**config.mk**
```make
export PLATFORM = sky130hd
export DESIGN_NAME = ula_multdiv
export DESIGN_NICKNAME = d
export VERILOG_FILES = /design/src/rtl/ula_pkg.sv /design/src/rtl/ula_md_step.sv /design/src/rtl/ula_multdiv.sv
export SDC_FILE = /design/constraint.sdc
export NUM_CORES = 1
export LEC_CHECK = 0
export BUFFER_PORTS_ARGS = -buffer_cell sky130_fd_sc_hd__clkbuf_2
export CAP_MARGIN = 20
export CORE_UTILIZATION = 36
export DETAILED_ROUTE_END_ITERATION = 6
export SLEW_MARGIN = 20
export SYNTH_ARGS = -nofsm -noshare
export SYNTH_HDL_FRONTEND = slang
export SYNTH_SLANG_ARGS = --single-unit
```
**constraint.sdc**
```tcl
create_clock -name clk -period 6.8 [get_ports clk]
set_input_delay 1.36 -clock clk [delete_from_list [all_inputs] [get_ports clk]]
set_output_delay 1.36 -clock clk [all_outputs]
set_load 0.02 [all_outputs]
```
**src/rtl/ula_pkg.sv**
```systemverilog
// Shared constants and FSM encoding for the iterative multiply/divide unit.
package ula_pkg;

   localparam logic [5:0] FN_MULT  = 6'b011000;
   localparam logic [5:0] FN_MULTU = 6'b011001;
   localparam logic [5:0] FN_DIV   = 6'b011010;
   localparam logic [5:0] FN_DIVU  = 6'b011011;
   localparam logic [5:0] FN_MTHI  = 6'b010001;
   localparam logic [5:0] FN_MTLO  = 6'b010011;
   localparam logic [5:0] FN_MFHI  = 6'b010000;
   localparam logic [5:0] FN_MFLO  = 6'b010010;

   typedef enum logic [1:0] {
      MD_IDLE,
      MD_RUN,
      MD_FIN
   } md_state_e;

endpackage

```
**src/rtl/ula_md_step.sv**
```systemverilog
// One radix-2 iteration: shift-add multiply or restoring shift-subtract divide.
module ula_md_step #(
   parameter int WIDTH = 32
) (
   input  logic               is_div,
   input  logic [2*WIDTH-1:0] part_i,
   input  logic [WIDTH-1:0]   opnd_i,
   output logic [2*WIDTH-1:0] part_o,
   output logic               q_bit_o
);

   logic [WIDTH:0]   sum;
   logic [WIDTH:0]   shl;
   logic [WIDTH+1:0] diff;

   always_comb begin
      sum     = {1'b0, part_i[2*WIDTH-1:WIDTH]} + (part_i[0] ? {1'b0, opnd_i} : '0);
      // partial remainder shifted left with the next dividend bit pulled in
      shl     = part_i[2*WIDTH-1:WIDTH-1];
      diff    = {1'b0, shl} - {2'b00, opnd_i};
      q_bit_o = ~diff[WIDTH+1];
      if (is_div)
         part_o = {(q_bit_o ? diff[WIDTH-1:0] : shl[WIDTH-1:0]), part_i[WIDTH-2:0], 1'b0};
      else
         part_o = {sum, part_i[WIDTH-1:1]};
   end

endmodule

```
**src/rtl/ula_multdiv.sv**
```systemverilog
// Iterative MULT/DIV unit with HI/LO registers; WIDTH steps plus a fix-up cycle.
// Signed MULT/DIV are enabled by defining ULA_MD_SIGNED_EN.
module ula_multdiv
   import ula_pkg::*;
#(
   parameter int WIDTH = 32,
   parameter int CNT_W = $clog2(WIDTH+1)
) (
   input  logic             clk,
   input  logic             rst,
   input  logic             start,
   input  logic [5:0]       funct,
   input  logic [WIDTH-1:0] a,
   input  logic [WIDTH-1:0] b,
   output logic             busy,
   output logic             done,
   output logic [WIDTH-1:0] hi,
   output logic [WIDTH-1:0] lo
);

   md_state_e          state_q, state_d;
   logic [CNT_W-1:0]   cnt_q, cnt_d;
   logic [2*WIDTH-1:0] acc_q, acc_d, step_part, res;
   logic [WIDTH-1:0]   opnd_q, opnd_d, hi_q, hi_d, lo_q, lo_d;
   logic               is_div_q, is_div_d, neg_q_q, neg_q_d, neg_r_q, neg_r_d, done_q, done_d;
   logic               q_bit, is_md, op_div, is_signed, neg_a, neg_b;
   logic [WIDTH-1:0]   mag_a, mag_b;

   ula_md_step #(.WIDTH(WIDTH)) u_step (
      .is_div  (is_div_q),
      .part_i  (acc_q),
      .opnd_i  (opnd_q),
      .part_o  (step_part),
      .q_bit_o (q_bit)
   );

   always_comb begin
      is_md  = funct inside {FN_MULT, FN_MULTU, FN_DIV, FN_DIVU};
      op_div = (funct == FN_DIV) || (funct == FN_DIVU);
`ifdef ULA_MD_SIGNED_EN
      // divide by zero keeps the raw dividend so HI returns a unchanged
      is_signed = (funct == FN_MULT) || ((funct == FN_DIV) && (b != '0));
`else
      is_signed = 1'b0;
`endif
      neg_a = is_signed & a[WIDTH-1];
      neg_b = is_signed & b[WIDTH-1];
      mag_a = neg_a ? -a : a;
      mag_b = neg_b ? -b : b;

      if (is_div_q)
         res = {(neg_r_q ? -acc_q[2*WIDTH-1:WIDTH] : acc_q[2*WIDTH-1:WIDTH]),
                (neg_q_q ? -acc_q[WIDTH-1:0]       : acc_q[WIDTH-1:0])};
      else
         res = neg_q_q ? -acc_q : acc_q;
   end

   always_comb begin
      state_d  = state_q;
      cnt_d    = cnt_q;
      acc_d    = acc_q;
      opnd_d   = opnd_q;
      is_div_d = is_div_q;
      neg_q_d  = neg_q_q;
      neg_r_d  = neg_r_q;
      hi_d     = hi_q;
      lo_d     = lo_q;
      done_d   = 1'b0;
      case (state_q)
         MD_IDLE: begin
            if (start && is_md) begin
               state_d  = MD_RUN;
               cnt_d    = CNT_W'(WIDTH);
               acc_d    = {{WIDTH{1'b0}}, (op_div ? mag_a : mag_b)};
               opnd_d   = op_div ? mag_b : mag_a;
               is_div_d = op_div;
               neg_q_d  = neg_a ^ neg_b;
               neg_r_d  = neg_a;
            end else if (start && funct == FN_MTHI) begin
               hi_d = a;
            end else if (start && funct == FN_MTLO) begin
               lo_d = a;
            end
         end
         MD_RUN: begin
            acc_d = {step_part[2*WIDTH-1:1], (is_div_q ? q_bit : step_part[0])};
            cnt_d = cnt_q - 1'b1;
            if (cnt_q == CNT_W'(1))
               state_d = MD_FIN;
         end
         MD_FIN: begin
            hi_d    = res[2*WIDTH-1:WIDTH];
            lo_d    = res[WIDTH-1:0];
            done_d  = 1'b1;
            state_d = MD_IDLE;
         end
         default: state_d = MD_IDLE;
      endcase
   end

   always_ff @(posedge clk) begin
      if (rst) begin
         state_q  <= MD_IDLE;
         cnt_q    <= '0;
         acc_q    <= '0;
         opnd_q   <= '0;
         is_div_q <= 1'b0;
         neg_q_q  <= 1'b0;
         neg_r_q  <= 1'b0;
         hi_q     <= '0;
         lo_q     <= '0;
         done_q   <= 1'b0;
      end else begin
         state_q  <= state_d;
         cnt_q    <= cnt_d;
         acc_q    <= acc_d;
         opnd_q   <= opnd_d;
         is_div_q <= is_div_d;
         neg_q_q  <= neg_q_d;
         neg_r_q  <= neg_r_d;
         hi_q     <= hi_d;
         lo_q     <= lo_d;
         done_q   <= done_d;
      end
   end

   assign busy = (state_q != MD_IDLE);
   assign done = done_q;
   assign hi   = hi_q;
   assign lo   = lo_q;

endmodule
```
Word level (Yosys, flattened, before mapping)
Cells that the tools add are included.
{ "classes": {"addsub": 3, "eq_ne": 15, "muxes": 21, "n_bitwise": 1, "n_reduce_logical": 14} }
{ "ops": {"columns": ["op", "n"], "rows": [
  ["$mux W32", 9],
  ["$mux W64", 2],
  ["$pmux W32 S2", 2],
  ["$pmux W64 S2", 1],
  ["$eq A6 B5 Y1 const B", 6],
  ["$sub A33 B32 Y34", 1],
  ["$add A32 B33 Y33", 1],
  ["$ne A2 B2 Y1 const B", 6],
  ["$pmux W6 S2", 1],
  ["$eq A6 B1 Y1 const B", 1],
  ["$mux W6", 1],
  ["$reduce_and A2 Y1", 3],
  ["$reduce_bool A2 Y1", 3],
  ["$sub A6 B1 Y6 const B", 1],
  ["$mux W2", 2],
  ["$pmux W2 S2", 1],
  ["$reduce_and A4 Y1", 1],
  ["$reduce_bool A4 Y1", 1],
  ["$logic_and A1 B1 Y1", 3],
  ["$reduce_and A3 Y1", 1],
  ["$eq A2 B1 Y1 const B", 1],
  ["$eq A2 B2 Y1 const B", 1],
  ["$logic_not A2 Y1", 1],
  ["$mux W1", 2],
  ["other kinds (2)", 2]
]} }
{ "totals": {"ff_bits": 170, "inputBits": 73, "output_inout_bits": 66, "wordCells": 62} }

Longest topological paths before layout
Gate-level depths: netlist (run 1).
{ "depth": {"depth_word": 6, "ltp_mapped": 13, "ltp_nobuf": 12} }

Cells and area by module
A second synthesis (run 1) with hierarchy kept.
{ "hier_totals": {"hier_cells": 1550, "hier_area_um2": 12146.6} }
{ "by_module_without_submodules": {"columns": ["module", "n_inst", "cells_per_inst", "area_each_um2", "seq_area_each_um2"], "rows": [
  ["ula_multdiv", 1, 899, 7631.1, 3403.3],
  ["ula_md_step", 1, 651, 4515.6, 0.0]
]} }

Worst setup path after synthesis (run 1)
OpenSTA, ideal clock, no wires.
{ "synth_path": {"path_kind": "register to register", "start": "register acc_q[0]", "end": "register acc_q[57]", "setup_ps": 134, "t_arrival_ps": 2880, "setup_slack_ps": 3786, "path_stages_with_launch": 14, "n_path_buf": 1, "period_less_slack_ps": 3014, "cell_sequence": "dfxtp_1 > clkbuf_1 > and2_1 > ha_1 > inv_1 > fa_1 > nand2b_1 > a21oi_1 > o311ai_1 > a31oi_2 > o21ai_1 > o21a_1 > a2111oi_0 > o21ai_1"} }
{ "synth_between": {"elab_chain_cells": 4} }
{ "synth_rtl": {"columns": ["element", "line_no", "text"], "rows": [
  ["start, declared", "ula_multdiv.sv:23", "logic [2*WIDTH-1:0] acc_q, acc_d, step_part, res;"],
  ["start signal, assigned", "ula_multdiv.sv:105", "acc_q <= '0;"],
  ["start signal, assigned", "ula_multdiv.sv:116", "acc_q <= acc_d;"],
  ["$mux W32", "ula_md_step.sv:17", "sum = {1'b0, part_i[2*WIDTH-1:WIDTH]} + (part_i[0] ? {1'b0, opnd_i} : '0);"],
  ["$add A32 B33 Y33", "ula_md_step.sv:17", null],
  ["$mux W64", "ula_md_step.sv:22", "if (is_div)"],
  ["$pmux W64 S2", "ula_multdiv.sv:69", "case (state_q)"]
]} }
No other way between the ends.
A chain may end at the register's enable or synchronous reset.

Final worst setup path (run 1)
Ends and elaborated chain as after synthesis.

==> results of run 1 <==
-- report_power, final --
| part | switching [mW] | internal (mW) |
|---|---|---|
| Sequential | 0.0156 | 1.01 |
| Clock | 0.494 | 0.490 |
| Combinational | 0.197 | 0.111 |
| Total | 0.707 | 1.61 |
-- Yosys cell counts (all sizes together) (7+ instances only) --
library cell  instances  area share, %
o221ai               34            2.6
and2                 35            1.8
nor3b                 7           0.44
a31oi                15           0.84
ha                   66            7.0
nor2b                38            2.0
and3                 11           0.60
nand2b               11           0.58
clkbuf               90            2.9
a221oi                7           0.52
o21a                 11           0.72
nor3                 18           0.76
a211oi              140            9.0
o211ai               15           0.95
a21o                 14           0.91
nor2                148            4.7
inv                  56            1.8
o21ai                70            3.0
buf                  21            1.1
xnor2                27            2.0
mux2i                75            6.3
nand3                34            1.4
nand3b                7           0.44
nand2                92            3.0
dfxtp               170             29
xor2                 15            1.1
a21oi               163            6.9
nand4                 9           0.47
a22oi                10           0.63
-- state kept, by name, indices dropped and copies added (netlist names) --
register and count:
hi 32, is_div_q 1, opnd_q 32, state_q 2, cnt_q 6, done 1
acc_q 64, lo 32
-- through the flow --
step	area, µm²	total power [mW]	std cells	setup WS (ns)	util, %
finish	13400	2.32	2007	3.17	41.2
global route	13400	2.39	2007	2.89	41.2
CTS	13400	2.32	2007	3.19	41.2
detailed placement	12800	1.35	1976	2.98	39.4
global placement	12800	1.35	1976	3.07	39.4
floorplan	11900	1.25	1494	3.79	-
-- routing by layer --
metal | track usage [%] | up-vias | share of wire, %
met4 | 9.43 | 0 | 3.4
met5 | 0 | - | 0
met3 | 3.07 | 76 | 6.2
li1 | - | 5665 | -
met2 | 36.4 | 436 | 45
met1 | 32.6 | 5583 | 46
-- cells by family after synthesis --
logic type | Yosys count | synth area share [%]
fa+ha+maj | 68 | 7.30
buf+inv | 168 | 5.90
flops | 170 | 28.7
xor+xnor | 42 | 3.10
compound gates | 540 | 30.9
simple gates | 427 | 17.4
mux | 79 | 6.71
-- cell usage in the layout, fill, tap and decap left out, drive strengths merged, types with 5 or more instances in the layout --
master     n
xor2      15
o21ai     70
o21a      11
and3      11
clkbuf   154
o211ai    15
nand3     34
nor3      18
o31ai      6
o211a      5
a32oi      6
xnor2     27
nor3b      7
a21oi    163
nor2b     38
and2      35
or3        5
mux2i     75
clkinv     6
buf       15
o21bai     6
nor2     148
a31oi     15
o221ai    34
a2111oi    5
a21o      14
inv       62
nand4      9
a221oi     7
a22oi     10
dfxtp    170
a211oi   140
ha        66
a21boi     6
nand2b    11
nand3b     7
nand2     92
-- how the worst min path moves through the flow --
stage                                 start  slack, ns                 endpoint  cells past startpoint
finish               opnd_q[3]$_SDFFE_PP0P_       0.47   opnd_q[3]$_SDFFE_PP0P_                      2
global route         opnd_q[3]$_SDFFE_PP0P_       0.49   opnd_q[3]$_SDFFE_PP0P_                      2
CTS                  opnd_q[3]$_SDFFE_PP0P_       0.48   opnd_q[3]$_SDFFE_PP0P_                      2
detailed placement  opnd_q[29]$_SDFFE_PP0P_       0.46  opnd_q[29]$_SDFFE_PP0P_                      2
global placement     opnd_q[5]$_SDFFE_PP0P_       0.45   opnd_q[5]$_SDFFE_PP0P_                      2
floorplan           opnd_q[10]$_SDFFE_PP0P_       0.44  opnd_q[10]$_SDFFE_PP0P_                      2
-- worst max-delay path: cells and delay by family (launching register included) --
kind / cells / cell delay, ns
compound gates: 7 / 1.77
flops: 1 / 0.66
simple gates: 2 / 0.32
fa+ha+maj: 1 / 0.41
buf+inv: 1 / 0.32
-- area by class of cell --
cell class | instances | area (µm²) | area share, %
Inverter | 56 | 210 | 1.57
Clock inverter | 14 | 156 | 1.17
Timing Repair Buffer | 152 | 798 | 5.98
Clock buffer | 17 | 425 | 3.19
Sequential cell | 170 | 3400 | 25.5
Tap cell | 442 | 553 | 4.14
Multi-Input combinational cell | 1156 | 7810 | 58.5
==> run_results.csv, run 1 <==
group,metric,value,unit
sta,hold_ws,0.470,ns
setup_path,cp_slowest_stage_delay,0.66,ns
sta,setup_viol,0,
synthesis,ys_seq_elements,170,
sta,drv_slew,0,
synthesis,yosysSeqAreaShare,28.7,%
global_routing,grt_overflow,0,
place,place.gp.congestion,0.922,
floorplanning,die_h,183,µm
setup_path,cp_data_arrival_time,3.92,ns
setup_path,endpoint_kind,"flip-flop",
setup_path,critPathLaunch,"acc_q[0]$_SDFFE_PP0P_",
routing,dr.first_iter.drc_count,1069,
cells_and_area,n_antenna_cell,0,
setup_path,rr_worst_depth,11,
cells_and_area,n_fill_cell,3345,
sta,fin_crit,3.63,ns
clock_network,cts_sinks,170,
routing,ant_nets,0,
setup_path,required,7.10,ns
pwr,ir_drop,0.147,mV
clock_network,ctsResizeCount,0,
cells_and_area,fin_nets,1694,
sta,finalSetupTns,0,ns
sta,finalCritPeriodShare,53.3,%
sta,worst_pin_slew,1.10,ns
sta,rsz0062_at_grt,"false",
synthesis,async_flop_share,0,%
floorplanning,die-area,0.0337,mm²
outcome,status,"complete, no violations",
floorplanning,core_area,0.0325,mm²
setup_path,worst_r2r_endpoint,"acc_q[57]$_SDFFE_PP0P_",
pwr,p_leak,4.97,nW
run,cap_violations,0,
synthesis,synth-edff-count,0,
global_routing,grt_pass1_wl,61.3,mm
routing,drc,0,
setup_path,r2r_slack,3.17,ns
synthesis,syn_area,0.0119,mm²
floorplanning,ioPinCount,139,
setup_path,crit_chain,"buf_4, nand2_1, fa_1, nand2b_1, a21oi_1, o311ai_1, a31oi_2, o21ai_1, o21a_1, a2111oi_0, o21ai_1",
clock_network,numCtsBuffers,17,
clock_network,clk_path_buf_depth,2,
floorplanning,die_w,183,µm
clock_network,clkLatencyLatePin,0.44,ns
floorplanning,start_util,36.5,%
sta,finalHoldViolCount,0,
synthesis,yosysWarnings,0,
setup_path,setup.worst_path.start_class,"flip-flop",
synthesis,synthFlopType,"dfxtp_1",
clock_network,cts_tree,"done",
setup_path,r2r_start,"acc_q[0]$_SDFFE_PP0P_",
place,dp_hpwl,29.8,mm
sta,slew_headroom,26.5,%
clock_network,clk_pin_slew_worst_paths,0.07,ns
clock_network,cts_setup_buffers,0,
setup_path,slowest_stage,"dfxtp_1",
global_routing,antenna_found_initial,1,
setup_path,worstSetupEndpoint,"acc_q[57]$_SDFFE_PP0P_",
routing,routed_via_density,5.86,
synthesis,synth_cell_types,86,
routing,first_pass_iters,7,
clock_network,cts_root_buf,"clkbuf_16",
routing,avgRoutedWirePerCell,20.1,µm
routing,drt_wl_total,40.3,mm
floorplanning,rows,66,
global_routing,grt_pass1_vias,10800,
sta,fmax,0.276,GHz
global_routing,grt_max_degree,100,
setup_path,path_max_fanout,18,
synthesis,synth_cells,1494,
setup_path,critPathMostFrequentCell,"o21ai_1",
pwr,power_density,173,mW/mm²
sta,fin_worst_skew,0.0152,ns
clock_network,h-tree-depth,4,
clock_network,hold_buffers,0,
routing,vias,11800,
synthesis,syn_avg_cell_area,7.94,µm²
place,io_buffers,138,
global_routing,track_usage,23.4,%
setup_path,crit_type,"reg2reg",
worst_hold_path,hp-class,"reg2reg",
cells_and_area,drive_gt1_share,14.1,%
cells_and_area,area_growth,12.6,%
synthesis,synth_nets,1635,
No activity file was read; power rests on OpenSTA's default activity.
==> run 2: changes to the inputs <==
==> constraint.sdc (replaced) <==
create_clock -name clk -period 3.1 [get_ports clk]
set_input_delay 0.62 -clock clk [delete_from_list [all_inputs] [get_ports clk]]
set_output_delay 0.62 -clock clk [all_outputs]
set_load 0.02 [all_outputs]
==> run 2 against run 1 <==
Die area unchanged. Clock skew is essentially flat. Sequential share of layout area is 1.5 points lower. Combinational power increased by 150%. Sequential power up 120%.
==> run_results.csv, run 2 (synthesized netlist as in run 1, its figures left out) <==
group,metric,value,unit
outcome,status,"complete, no violations",
clock_network,clk_path_buf_depth,2,
sta,finalCritPeriodShare,96.7,%
setup_path,worstSetupEndpoint,"acc_q[60]$_SDFFE_PP0P_",
routing,avgRoutedWirePerCell,20.7,µm
cells_and_area,top_register,"acc_q",
setup_path,cp_data_arrival_time,3.36,ns
cells_and_area,finish.instance_area,0.0142,mm²
cells_and_area,layout_common_cells,"dfxtp_1, a21oi_1, nor2_1",
clock_network,cts_sinks,170,
cells_and_area,n_antenna_cell,0,
setup_path,r2r_slack,0.10,ns
setup_path,critPathLaunch,"acc_q[0]$_SDFFE_PP0P_",
global_routing,antenna_found_initial,1,
setup_path,path_max_fanout,11,
cells_and_area,mostFrequentLayoutCell,"dfxtp_1",
sta,slew_headroom,21.3,%
sta,fin_crit,3.00,ns
floorplanning,rows,66,
setup_path,endpoint_kind,"flip-flop",
cells_and_area,area_growth,19.9,%
cells_and_area,largest_register_ffs,64,
clock_network,clk_pin_slew_worst_paths,0.08,ns
pwr,power_density,368,mW/mm²
routing,drc,0,
pwr,ir_drop,0.349,mV
routing,dr.first_iter.drc_count,1141,
routing,vias,12100,
setup_path,worst_r2r_endpoint,"acc_q[60]$_SDFFE_PP0P_",
sta,fmax,0.333,GHz
setup_path,crit_type,"reg2reg",
sta,rsz0062_at_grt,"true",
cells_and_area,fin_nets,1777,
global_routing,grt_overflow,0,
pwr,p_leak,5.45,nW
setup_path,slowest_stage,"or2_2",
global_routing,track_usage,25.3,%
routing,routed_via_density,5.79,
floorplanning,ioPinCount,139,
sta,finalHoldViolCount,0,
cells_and_area,drive_gt1_share,19.9,%
clock_network,cts_tree,"done",
clock_network,clkLatencyLatePin,0.45,ns
sta,setup_viol,0,
worst_hold_path,hp-class,"reg2reg",
global_routing,grt_max_degree,93,
place,place.gp.congestion,0.971,
run,cap_violations,0,
clock_network,cts_root_buf,"clkbuf_16",
floorplanning,die-area,0.0337,mm²
global_routing,grt_pass1_wl,65.6,mm
pwr,finalPower,5.23,mW
floorplanning,core_area,0.0325,mm²
floorplanning,start_util,36.5,%
routing,drt_wl_total,43.2,mm
floorplanning,die_w,183,µm
clock_network,numCtsBuffers,17,
sta,hold_ws,0.475,ns
setup_path,crit_chain,"buf_6, and2_1, ha_1, and4_4, and3_4, buf_4, a32oi_2, or2_2, o311ai_1, a211oi_1, xor2_1, o211ai_1",
routing,ant_nets,0,
sta,drv_slew,0,
clock_network,hold_buffers,0,
setup_path,cp_slowest_stage_delay,0.35,ns
worst_hold_path,min_delay_path_depth,2,
clock_network,h-tree-depth,4,
global_routing,grt_pass1_vias,11300,
place,io_buffers,138,
place,dp_hpwl,32.5,mm
setup_path,rr_worst_depth,12,
setup_path,r2r_start,"acc_q[0]$_SDFFE_PP0P_",
routing,first_pass_iters,5,
cells_and_area,fin_cells,2091,
sta,fin_worst_skew,0.0152,ns
place,placed_cells,2056,
sta,worst_pin_slew,1.17,ns
place,pre_cts_slack,-0.141,ns
place,dpl_cell_area,0.0135,mm²
setup_path,required,3.46,ns
sta,finalWorstSetupSlack,0.101,ns
floorplanning,die_h,183,µm
setup_path,setup.worst_path.start_class,"flip-flop",
run 2: cell count changes in the layout (fill, tap and decap cells not counted), moves of 3 or more:
cell      before  now
a211oi_1     137  133
a211oi_2       3    7
a21oi_1      162  159
a21oi_2        1    4
buf_12         0    8
buf_4         15   89
ha_1          66   63
ha_2           0    3
run 2: power breakdown:
part / total (mW) / switching [mW] / internal (mW)
registers: 2.24 / 0.0329 / 2.21
logic: 0.772 / 0.456 / 0.317
clock network: 2.21 / 1.12 / 1.09
run 2: layout make-up:
type / count / area, µm²
Clock buffer: 17 / 425
Clock inverter: 15 / 171
Timing Repair Buffer: 235 / 1530
Tap cell: 442 / 553
Multi-Input combinational cell: 1156 / 7930
Inverter: 56 / 210
Fill cell: 3282 / 18200
Sequential cell: 170 / 3410
run 2: metal layers:
layer | track usage (%) | up-vias | share of wire (%)
met2 | 40.7 | 424 | 46
li1 | - | 5834 | -
met1 | 34.4 | 5780 | 45
met3 | 3.51 | 66 | 6.0
met4 | 8.77 | 0 | 3.2
met5 | 0 | - | 0
run 2: metrics by stage:
step | utilization [%] | TNS [ns]
3_3_place_gp | 41.5 | -0.122
3_5_place_dp | 41.5 | -0.277
4_1_cts | 43.4 | 0
6_report | 43.8 | 0
2_1_floorplan | - | 0
5_1_grt | 43.8 | -0.0604
run 2: timing repair:
action,4_1_cts,5_1_grt
pin swaps,2,9
setup buffers,0,3
resized for setup,7,25
setup endpoints to repair,7,16
run 2: worst max-delay path: cells and delay by family (launching register included):
family                     cells  cell delay, ns
adders and majority gates      1            0.34
AOI/OAI and AO/OA              4            0.88
xor gates and xnor gates       1            0.16
DFF                            1            0.34
buffers and inverters          2            0.27
and+or+nand+nor                4            0.94
run 2: worst min path at each step:
stage                                  from                 endpoint
floorplan           opnd_q[10]$_SDFFE_PP0P_  opnd_q[10]$_SDFFE_PP0P_
global route        opnd_q[30]$_SDFFE_PP0P_  opnd_q[30]$_SDFFE_PP0P_
finish              opnd_q[13]$_SDFFE_PP0P_  opnd_q[13]$_SDFFE_PP0P_
global placement    opnd_q[15]$_SDFFE_PP0P_  opnd_q[15]$_SDFFE_PP0P_
detailed placement  opnd_q[20]$_SDFFE_PP0P_  opnd_q[20]$_SDFFE_PP0P_
CTS                 opnd_q[13]$_SDFFE_PP0P_  opnd_q[13]$_SDFFE_PP0P_
